**config.mk**
```make
export PLATFORM = sky130hd
export DESIGN_NAME = instruction_fetch_controller_flat
export DESIGN_NICKNAME = d
export VERILOG_FILES = /design/src/rtl/instruction_fetch_controller_if.sv /design/src/rtl/instruction_fetch_controller.sv /design/src/flat_wrapper.sv
export SDC_FILE = /design/constraint.sdc
export NUM_CORES = 1
export LEC_CHECK = 0
export ABC_AREA = 1
export CORE_MARGIN = 2
export CORE_UTILIZATION = 47
export CTS_CLUSTER_SIZE = 10
export DETAILED_ROUTE_END_ITERATION = 16
export HOLD_SLACK_MARGIN = 0.1
export PLACE_DENSITY = 0.82
export SYNTH_ARGS = -nofsm -noshare
export SYNTH_HDL_FRONTEND = slang
export SYNTH_SLANG_ARGS = --single-unit
```
**constraint.sdc**
```tcl
create_clock -name clk -period 3.2 [get_ports clk]
set_clock_uncertainty 0.2 [all_clocks]
set_input_delay 0.32 -clock clk [delete_from_list [all_inputs] [get_ports clk]]
set_output_delay 0.32 -clock clk [all_outputs]
set_load 0.1 [all_outputs]
```
**src/rtl/instruction_fetch_controller_if.sv**
```systemverilog
// Fetch-controller bundle: pipeline control, debug read port, ROM port and IF/ID outputs.
//   master : the fetch controller (drives ROM address, IF/ID, debug ack/data, fault)
//   slave  : the surrounding pipeline / ROM / debugger
interface instruction_fetch_controller_if #(
  parameter int unsigned DATA_WIDTH = 32
);
  logic                  stall_i;
  logic                  redirect_i;
  logic [DATA_WIDTH-1:0] redirect_pc_i;
  logic                  dbg_req_i;
  logic [DATA_WIDTH-1:0] dbg_addr_i;
  logic                  dbg_ack_o;
  logic [DATA_WIDTH-1:0] dbg_data_o;
  logic [DATA_WIDTH-1:0] mem_address_o;
  logic [DATA_WIDTH-1:0] mem_instruction_i;
  logic                  if_valid_o;
  logic [DATA_WIDTH-1:0] if_pc_o;
  logic [DATA_WIDTH-1:0] if_pc_plus4_o;
  logic [DATA_WIDTH-1:0] if_instruction_o;
  logic                  addr_fault_o;

  modport master (
    input  stall_i, redirect_i, redirect_pc_i, dbg_req_i, dbg_addr_i, mem_instruction_i,
    output dbg_ack_o, dbg_data_o, mem_address_o, if_valid_o, if_pc_o, if_pc_plus4_o,
           if_instruction_o, addr_fault_o
  );

  modport slave (
    output stall_i, redirect_i, redirect_pc_i, dbg_req_i, dbg_addr_i, mem_instruction_i,
    input  dbg_ack_o, dbg_data_o, mem_address_o, if_valid_o, if_pc_o, if_pc_plus4_o,
           if_instruction_o, addr_fault_o
  );
endinterface

```
**src/rtl/instruction_fetch_controller.sv**
```systemverilog
// Instruction fetch controller: owns the PC, addresses the combinational program ROM,
// fills the IF/ID register, honours stall and redirect, shares the ROM port with a
// debug read while the pipeline is stalled or halted, and flags PC faults.
// Ports:
//   clk    : clock, rising edge
//   reset  : asynchronous active-low reset
//   bus    : instruction_fetch_controller_if.master (control, debug, ROM, IF/ID, fault)
module instruction_fetch_controller #(
  parameter int unsigned           DATA_WIDTH   = 32,
  parameter int unsigned           MEMORY_DEPTH = 32,
  parameter logic [DATA_WIDTH-1:0] TEXT_BASE    = DATA_WIDTH'(32'h0040_0000),
  parameter logic [DATA_WIDTH-1:0] RESET_PC     = DATA_WIDTH'(32'h0040_0000)
) (
  input  logic                           clk,
  input  logic                           reset,
  instruction_fetch_controller_if.master bus
);

  localparam logic [DATA_WIDTH-1:0] PC_STEP  = DATA_WIDTH'(4);
  localparam logic [DATA_WIDTH-1:0] TEXT_END = TEXT_BASE + DATA_WIDTH'(4 * MEMORY_DEPTH);

  typedef enum logic [1:0] {
    S_BOOT = 2'd0,
    S_RUN  = 2'd1,
    S_DBG  = 2'd2,
    S_HALT = 2'd3
  } state_e;

  state_e                state_q, state_d;
  state_e                ret_q, ret_d;
  logic [DATA_WIDTH-1:0] pc_q, pc_d;
  logic                  if_valid_q, if_valid_d;
  logic [DATA_WIDTH-1:0] if_pc_q, if_pc_d;
  logic [DATA_WIDTH-1:0] if_pc_plus4_q, if_pc_plus4_d;
  logic [DATA_WIDTH-1:0] if_instruction_q, if_instruction_d;
  logic                  dbg_ack_q, dbg_ack_d;
  logic [DATA_WIDTH-1:0] dbg_data_q, dbg_data_d;
  logic                  addr_fault_q, addr_fault_d;
  logic                  pc_legal_c;

  // Word-aligned and inside the text window (unsigned compare).
  assign pc_legal_c = (pc_q[1:0] == 2'b00) && (pc_q >= TEXT_BASE) && (pc_q < TEXT_END);

  // The debug port owns the ROM address only during its single DBG cycle.
  assign bus.mem_address_o = (state_q == S_DBG) ? bus.dbg_addr_i : pc_q;

  // Next-state and registered-output logic.
  always_comb begin
    state_d          = state_q;
    ret_d            = ret_q;
    pc_d             = pc_q;
    if_valid_d       = if_valid_q;
    if_pc_d          = if_pc_q;
    if_pc_plus4_d    = if_pc_plus4_q;
    if_instruction_d = if_instruction_q;
    dbg_ack_d        = 1'b0;
    dbg_data_d       = dbg_data_q;
    addr_fault_d     = addr_fault_q;

    unique case (state_q)
      S_BOOT: begin
        if_valid_d = 1'b0;
        state_d    = S_RUN;
      end

      S_RUN: begin
        if (bus.redirect_i) begin
          // Redirect flushes IF/ID and beats stall; target is checked on its fetch.
          pc_d       = bus.redirect_pc_i;
          if_valid_d = 1'b0;
        end else if (bus.stall_i) begin
          if (bus.dbg_req_i) begin
            state_d = S_DBG;
            ret_d   = S_RUN;
          end
        end else if (!pc_legal_c) begin
          addr_fault_d = 1'b1;
          if_valid_d   = 1'b0;
          state_d      = S_HALT;
        end else begin
          if_instruction_d = bus.mem_instruction_i;
          if_pc_d          = pc_q;
          if_pc_plus4_d    = pc_q + PC_STEP;
          if_valid_d       = 1'b1;
          pc_d             = pc_q + PC_STEP;
        end
      end

      S_DBG: begin
        dbg_data_d = bus.mem_instruction_i;
        dbg_ack_d  = 1'b1;
        state_d    = ret_q;
        // A redirect arriving during a stalled-pipeline debug read must not be lost.
        if ((ret_q == S_RUN) && bus.redirect_i) begin
          pc_d       = bus.redirect_pc_i;
          if_valid_d = 1'b0;
        end
      end

      S_HALT: begin
        if_valid_d   = 1'b0;
        addr_fault_d = 1'b1;
        if (bus.dbg_req_i) begin
          state_d = S_DBG;
          ret_d   = S_HALT;
        end
      end

      default: begin
        state_d = S_BOOT;
      end
    endcase
  end

  // State and output registers.
  always_ff @(posedge clk or negedge reset) begin
    if (!reset) begin
      state_q          <= S_BOOT;
      ret_q            <= S_RUN;
      pc_q             <= RESET_PC;
      if_valid_q       <= 1'b0;
      if_pc_q          <= RESET_PC;
      if_pc_plus4_q    <= RESET_PC + PC_STEP;
      if_instruction_q <= '0;
      dbg_ack_q        <= 1'b0;
      dbg_data_q       <= '0;
      addr_fault_q     <= 1'b0;
    end else begin
      state_q          <= state_d;
      ret_q            <= ret_d;
      pc_q             <= pc_d;
      if_valid_q       <= if_valid_d;
      if_pc_q          <= if_pc_d;
      if_pc_plus4_q    <= if_pc_plus4_d;
      if_instruction_q <= if_instruction_d;
      dbg_ack_q        <= dbg_ack_d;
      dbg_data_q       <= dbg_data_d;
      addr_fault_q     <= addr_fault_d;
    end
  end

  assign bus.if_valid_o       = if_valid_q;
  assign bus.if_pc_o          = if_pc_q;
  assign bus.if_pc_plus4_o    = if_pc_plus4_q;
  assign bus.if_instruction_o = if_instruction_q;
  assign bus.dbg_ack_o        = dbg_ack_q;
  assign bus.dbg_data_o       = dbg_data_q;
  assign bus.addr_fault_o     = addr_fault_q;

endmodule

```
**src/flat_wrapper.sv**
```systemverilog
// flat-port wrapper written by rule: the top's interface ports become plain ports
module instruction_fetch_controller_flat 
#(
  parameter int unsigned           DATA_WIDTH   = 32,
  parameter int unsigned           MEMORY_DEPTH = 32,
  parameter logic [DATA_WIDTH-1:0] TEXT_BASE    = DATA_WIDTH'(32'h0040_0000),
  parameter logic [DATA_WIDTH-1:0] RESET_PC     = DATA_WIDTH'(32'h0040_0000)
)
  (clk, reset, bus_stall_i, bus_redirect_i, bus_redirect_pc_i, bus_dbg_req_i, bus_dbg_addr_i, bus_mem_instruction_i, bus_dbg_ack_o, bus_dbg_data_o, bus_mem_address_o, bus_if_valid_o, bus_if_pc_o, bus_if_pc_plus4_o, bus_if_instruction_o, bus_addr_fault_o);
  instruction_fetch_controller_if #(.DATA_WIDTH(DATA_WIDTH)) bus_i ();
  input  logic clk;
  input  logic reset;
  input wire logic [$bits(bus_i.stall_i)-1:0] bus_stall_i;
  input wire logic [$bits(bus_i.redirect_i)-1:0] bus_redirect_i;
  input wire logic [$bits(bus_i.redirect_pc_i)-1:0] bus_redirect_pc_i;
  input wire logic [$bits(bus_i.dbg_req_i)-1:0] bus_dbg_req_i;
  input wire logic [$bits(bus_i.dbg_addr_i)-1:0] bus_dbg_addr_i;
  input wire logic [$bits(bus_i.mem_instruction_i)-1:0] bus_mem_instruction_i;
  output wire logic [$bits(bus_i.dbg_ack_o)-1:0] bus_dbg_ack_o;
  output wire logic [$bits(bus_i.dbg_data_o)-1:0] bus_dbg_data_o;
  output wire logic [$bits(bus_i.mem_address_o)-1:0] bus_mem_address_o;
  output wire logic [$bits(bus_i.if_valid_o)-1:0] bus_if_valid_o;
  output wire logic [$bits(bus_i.if_pc_o)-1:0] bus_if_pc_o;
  output wire logic [$bits(bus_i.if_pc_plus4_o)-1:0] bus_if_pc_plus4_o;
  output wire logic [$bits(bus_i.if_instruction_o)-1:0] bus_if_instruction_o;
  output wire logic [$bits(bus_i.addr_fault_o)-1:0] bus_addr_fault_o;
  assign bus_i.stall_i = bus_stall_i;
  assign bus_i.redirect_i = bus_redirect_i;
  assign bus_i.redirect_pc_i = bus_redirect_pc_i;
  assign bus_i.dbg_req_i = bus_dbg_req_i;
  assign bus_i.dbg_addr_i = bus_dbg_addr_i;
  assign bus_i.mem_instruction_i = bus_mem_instruction_i;
  assign bus_dbg_ack_o = bus_i.dbg_ack_o;
  assign bus_dbg_data_o = bus_i.dbg_data_o;
  assign bus_mem_address_o = bus_i.mem_address_o;
  assign bus_if_valid_o = bus_i.if_valid_o;
  assign bus_if_pc_o = bus_i.if_pc_o;
  assign bus_if_pc_plus4_o = bus_i.if_pc_plus4_o;
  assign bus_if_instruction_o = bus_i.if_instruction_o;
  assign bus_addr_fault_o = bus_i.addr_fault_o;
  instruction_fetch_controller #(.DATA_WIDTH(DATA_WIDTH), .MEMORY_DEPTH(MEMORY_DEPTH), .TEXT_BASE(TEXT_BASE), .RESET_PC(RESET_PC)) u_core (.clk(clk), .reset(reset), .bus(bus_i));
endmodule
```
=== Yosys cells after proc, flatten, opt, wreduce, memory -nomap -nowiden ===
Index checks and enable logic that the tools add are counted.

* Bits of input ports: 101
* Register bits after elaboration: 167
* Logic and storage cells: 69
* Output and inout bits: 163

* Eq/ne operators: 14
* Add/sub/neg operators: 1
* Multiplexer cells: 26
* Bitwise gates (word level): 2
* $lt $le $gt $ge: 2
* Reductions and logical operators: 14

{| class="wikitable"
|+ Operators with widths
! cell !! number
|-
| $mux W32 || 5
|-
| $pmux W32 S2 || 1
|-
| $add A32 B3 Y32 const B || 1
|-
| $ge A32 B23 Y1 const B || 1
|-
| $lt A32 B23 Y1 const B || 1
|-
| $mux W2 || 8
|-
| $ne A2 B2 Y1 const B || 7
|-
| $reduce_and A4 Y1 || 3
|-
| $mux W1 || 8
|-
| $pmux W2 S4 || 1
|-
| $ne A3 B3 Y1 const B || 2
|-
| $reduce_and A5 Y1 || 1
|-
| $eq A2 B1 Y1 const B || 2
|-
| $eq A2 B2 Y1 const B || 2
|-
| $logic_not A2 Y1 || 2
|-
| $pmux W2 S2 || 1
|-
| $reduce_and A2 Y1 || 2
|-
| $reduce_bool A2 Y1 || 2
|-
| $logic_and A1 B1 Y1 || 3
|-
| $ne A3 B2 Y1 const B || 1
|-
| $pmux W1 S3 || 1
|-
| $not A1 Y1 || 2
|-
| $pmux W1 S2 || 1
|-
| $reduce_or A2 Y1 || 1
|}

=== Logic depth before layout (Yosys ltp) ===
* Depth in word-level cells: 7
* Depth in mapped cells: 12
* Mapped depth without buffers: 12

=== Worst setup path after synthesis ===
OpenSTA, ideal clock, no wires.

* Path kind: register -> output
* Start point: reg u_core.state_q[0]
* End point: out bus_mem_address_o[23]
* Arrival time: 3.264 ns
* Cell stages (with the launch flop): 6
* Data required time: 2.680 ns
* Buffers on the path: 2
* Setup slack: -0.584 ns
* Cell sequence: dfrtp_1 > inv_1 > ha_1 > clkbuf_1 > clkbuf_1 > o21ai_0

* Cells in the longest elaborated chain, start to end: 2

{| class="wikitable"
|+ RTL lines
! element !! RTL line !! source
|-
| from (decl) || instruction_fetch_controller.sv:29 || <nowiki>state_e state_q, state_d;</nowiki>
|-
| from (signal assigned) || instruction_fetch_controller.sv:129 || <nowiki>state_q <= state_d;</nowiki>
|-
| $eq A2 B2 Y1 || instruction_fetch_controller.sv:45 || <nowiki>assign bus.mem_address_o = (state_q == S_DBG) ? bus.dbg_addr_i : pc_q;</nowiki>
|-
| $mux W32 || instruction_fetch_controller.sv:45 ||
|-
| to (decl) || flat_wrapper.sv:21 || <nowiki>output wire logic [$bits(bus_i.mem_address_o)-1:0] bus_mem_address_o;</nowiki>
|}

Every way passes these cells.

=== Worst setup path in the final report ===
* Start point: reg u_core.state_q[0]
* End point: out bus_mem_address_o[21]

The elaborated chain is that of the path after synthesis.

==> flow_summary.toml <==
[outcome]
status = "finished, final reports clean"

[yosys]
avgSynthCellArea_um2 = 7.60
syn_area_mm2 = 0.00780
synth_edf_count = 0
synth_common_cells = "nand2_1 (390), dfrtp_1 (160), inv_1 (139)"
synth.distinct_cells = 27
synth-main-ff-cell = "dfrtp_1"
yosysSeqAreaShare_pct = 52.7
synth_top_area_share_pct = 51.3
ys_warn_count = 0
synth_nets = 1134
synthArstFlopShare_pct = 100
ys_top_cells_by_area = "dfrtp_1 (51%), nand2_1 (19%), o21ai_0 (7.6%), inv_1 (6.7%), nor2_1 (3.7%)"
yosysMostFrequentCell = "nand2_1"
ys_ff_latch = 164
yosysTopAreaCell = "dfrtp_1"
postSynthCellCount = 1026

[drt]
num_vias = 7513
wl_mm = 23.3
route.detailed.drc = 0
drtAntennaViolNets = 0
wl_per_cell_um = 15.4
routed_via_density = 4.97
drt-pass1-iter-count = 5
first_iter_violations = 718

[clock_tree]
cts-buffers-inserted = 17
cts-root-buf = "clkbuf_16"
post_cts_resized = 0
htree_levels = 4
clk_pin_slew_ps = 70
cts.sinks = 164
clk_path_buf_depth = 2
clock_latency_ps = 430
cts_tree = "built"

[grt]
grt_overflow = 0
gr-usage-all-layers_pct = 26.8
grt_antenna_before_repair = 0
grt_pass1_wl_mm = 37.0
grt_max_degree = 81
grt_pass1_vias = 7126

[sta]
rsz0062_at_grt = "no"
fin_crit_sh_pct = 85.6
worst_pin_slew_ps = 978
clock.fmax_ghz = 0.365
slew_violations = 0
final_hold_viol_count = 0
fin_crit_ps = 2740
setup_viol = 0
worst_slew_margin_rel_pct = 34.6

[power]
p_switching_mw = 6.32
ir_drop_uv = 967
pwr-share-clk_pct = 18.7
p_leak_nw = 5.88
p_int_mw = 5.38
p_total_mw = 11.7
power.density_mw_per_mm2 = 1050
pwr-share-comb_pct = 56.5
pwr-share-seq_pct = 24.8
switching_share_pct = 54.0

[floorplan]
die_h_um = 133
start_util_pct = 47.5
num_io_pins = 264
die_x_um = 133
core_mm2 = 0.0164
rows = 47
die_area_mm2 = 0.0176

[worst_setup_path]
cp-start-kind = "register"
slowest_stage = "dfrtp_1"
critical_path_class = "reg2out"
r2r_setup_slack_ps = 670
required_ps = 2680
crit_arrival_ps = 2220
cp_num_buf_inv = 3
cp_slowest_stage_delay_ps = 430
cp_cell_sequence = "inv_1, ha_2, buf_12, nand2_1, o21ai_1, buf_4"
crit_family = "buffers and inverters"
path_max_fanout = 64
end_kind = "primary output"

[finish]
areaGrowthSynthToFinish_pct = 42.7
fillers = 1324
stdcell_area_mm2 = 0.0111
fin_nets = 1386
diodes = 0
final_layout_size_suffix_gt1_share_pct = 15.3

[placed_design]
placed_cell_area_mm2 = 0.0105
portBuffers = 263
hpwl_mm = 17.1
gp_congestion = 0.968

[run]
maxCapViolations = 0

[hold_path]
hold_path_class = "reg2reg"
-- flip-flops by register name, indices dropped and copies added (netlist names), 2 cells and up --
| register | count |
|---|---|
| u_core.bus.if_pc_o | 32 |
| u_core.state_q | 2 |
| u_core.bus.dbg_data_o | 32 |
| u_core.pc_q | 32 |
| u_core.bus.if_instruction_o | 32 |
| u_core.bus.if_pc_plus4_o | 30 |
-- worst paths after layout --
check | startpoint | endpoint | cells past startpoint
min in group asynchronous | reset | u_core.pc_q[13] | 2
worst min-delay path | u_core.bus.if_pc_plus4_o[22] | u_core.bus.if_pc_plus4_o[22] | 2
worst max-delay path | u_core.state_q[0] | bus_mem_address_o[21] | 6
worst min register to register | u_core.bus.if_pc_plus4_o[22] | u_core.bus.if_pc_plus4_o[22] | 2
max in group asynchronous | reset | u_core.bus.if_pc_plus4_o[31] | 3
worst max register to register | u_core.state_q[1] | u_core.pc_q[12] | 11
-- tightest hold or removal path: cells and delay by family (launching register included) --
kind                   cells  cell delay (ps)
DFF                        1              370
buffers and inverters      1               40
and+or+nand+nor            1               40
-- final cells by class --
cell class,instances,area (um2),area share (%)
inverter,142,533,4.79
clock buffer,17,425,3.82
multi-input combinational,679,2950,26.5
clock inverter,15,215,1.93
sequential,164,4110,36.9
timing repair buffer,274,2620,23.6
tap,220,275,2.47
-- cell usage in the layout, fill, tap and decap left out, drive strengths merged, types with 4 or more instances in the layout --
cell type      synthesis  routed
o21ai                138     138
nand3                 36      36
inv                  142     149
dfstp                  4       4
buf                   21     149
nand4                  4       4
xor2                   7       7
dfrtp                160     160
clkbuf                20      17
nor2                  78      78
a21oi                  5       5
nand2                390     390
ha                     7       7
or2                    4       4
clkdlybuf4s50          0     124
-- cell families after synthesis --
group           share of synthesized area [%]
compound gates                           9.64
simple gates                             25.8
xor+xnor                                0.786
flops                                    52.7
fa+ha+maj                                1.12
buf+inv                                  9.64
mux                                     0.385
-- routing by layer --
metal | global-route usage, % | up-vias | routed length (um)
li1 | - | 3650 | -
met1 | 34.6 | 3482 | 9530
met2 | 45.2 | 344 | 11500
met3 | 5.40 | 37 | 1730
met4 | 8.90 | 0 | 578
met5 | 0 | - | 0
-- what timing repair did --
action                                 4_1_cts  5_1_grt
hold buffers                                 1        0
setup buffers                                0        0
endpoints found under the hold margin       74        0
-- power groups by stage --
stage	logic, mW	registers [mW]	clock network, mW
3_5_place_dp	6.59	2.93	0
3_3_place_gp	6.53	2.90	0
5_1_grt	6.98	2.96	2.31
4_1_cts	6.62	2.89	2.21
6_report	6.61	2.90	2.19
2_1_floorplan	3.35	4.30	0
-- per-stage QoR --
stage / TNS, ps / setup WS [ps] / util (%) / instances / hold WS (ps)
floorplan: -6280 / -584 / - / 1026 / -176
global placement: 0 / 740 / 63.9 / 1478 / 217
detailed placement: 0 / 705 / 63.9 / 1478 / 222
CTS: 0 / 436 / 67.9 / 1511 / 252
global route: 0 / 361 / 67.9 / 1511 / 263
finish: 0 / 461 / 67.9 / 1511 / 253
(Power assumes the default switching activity.)
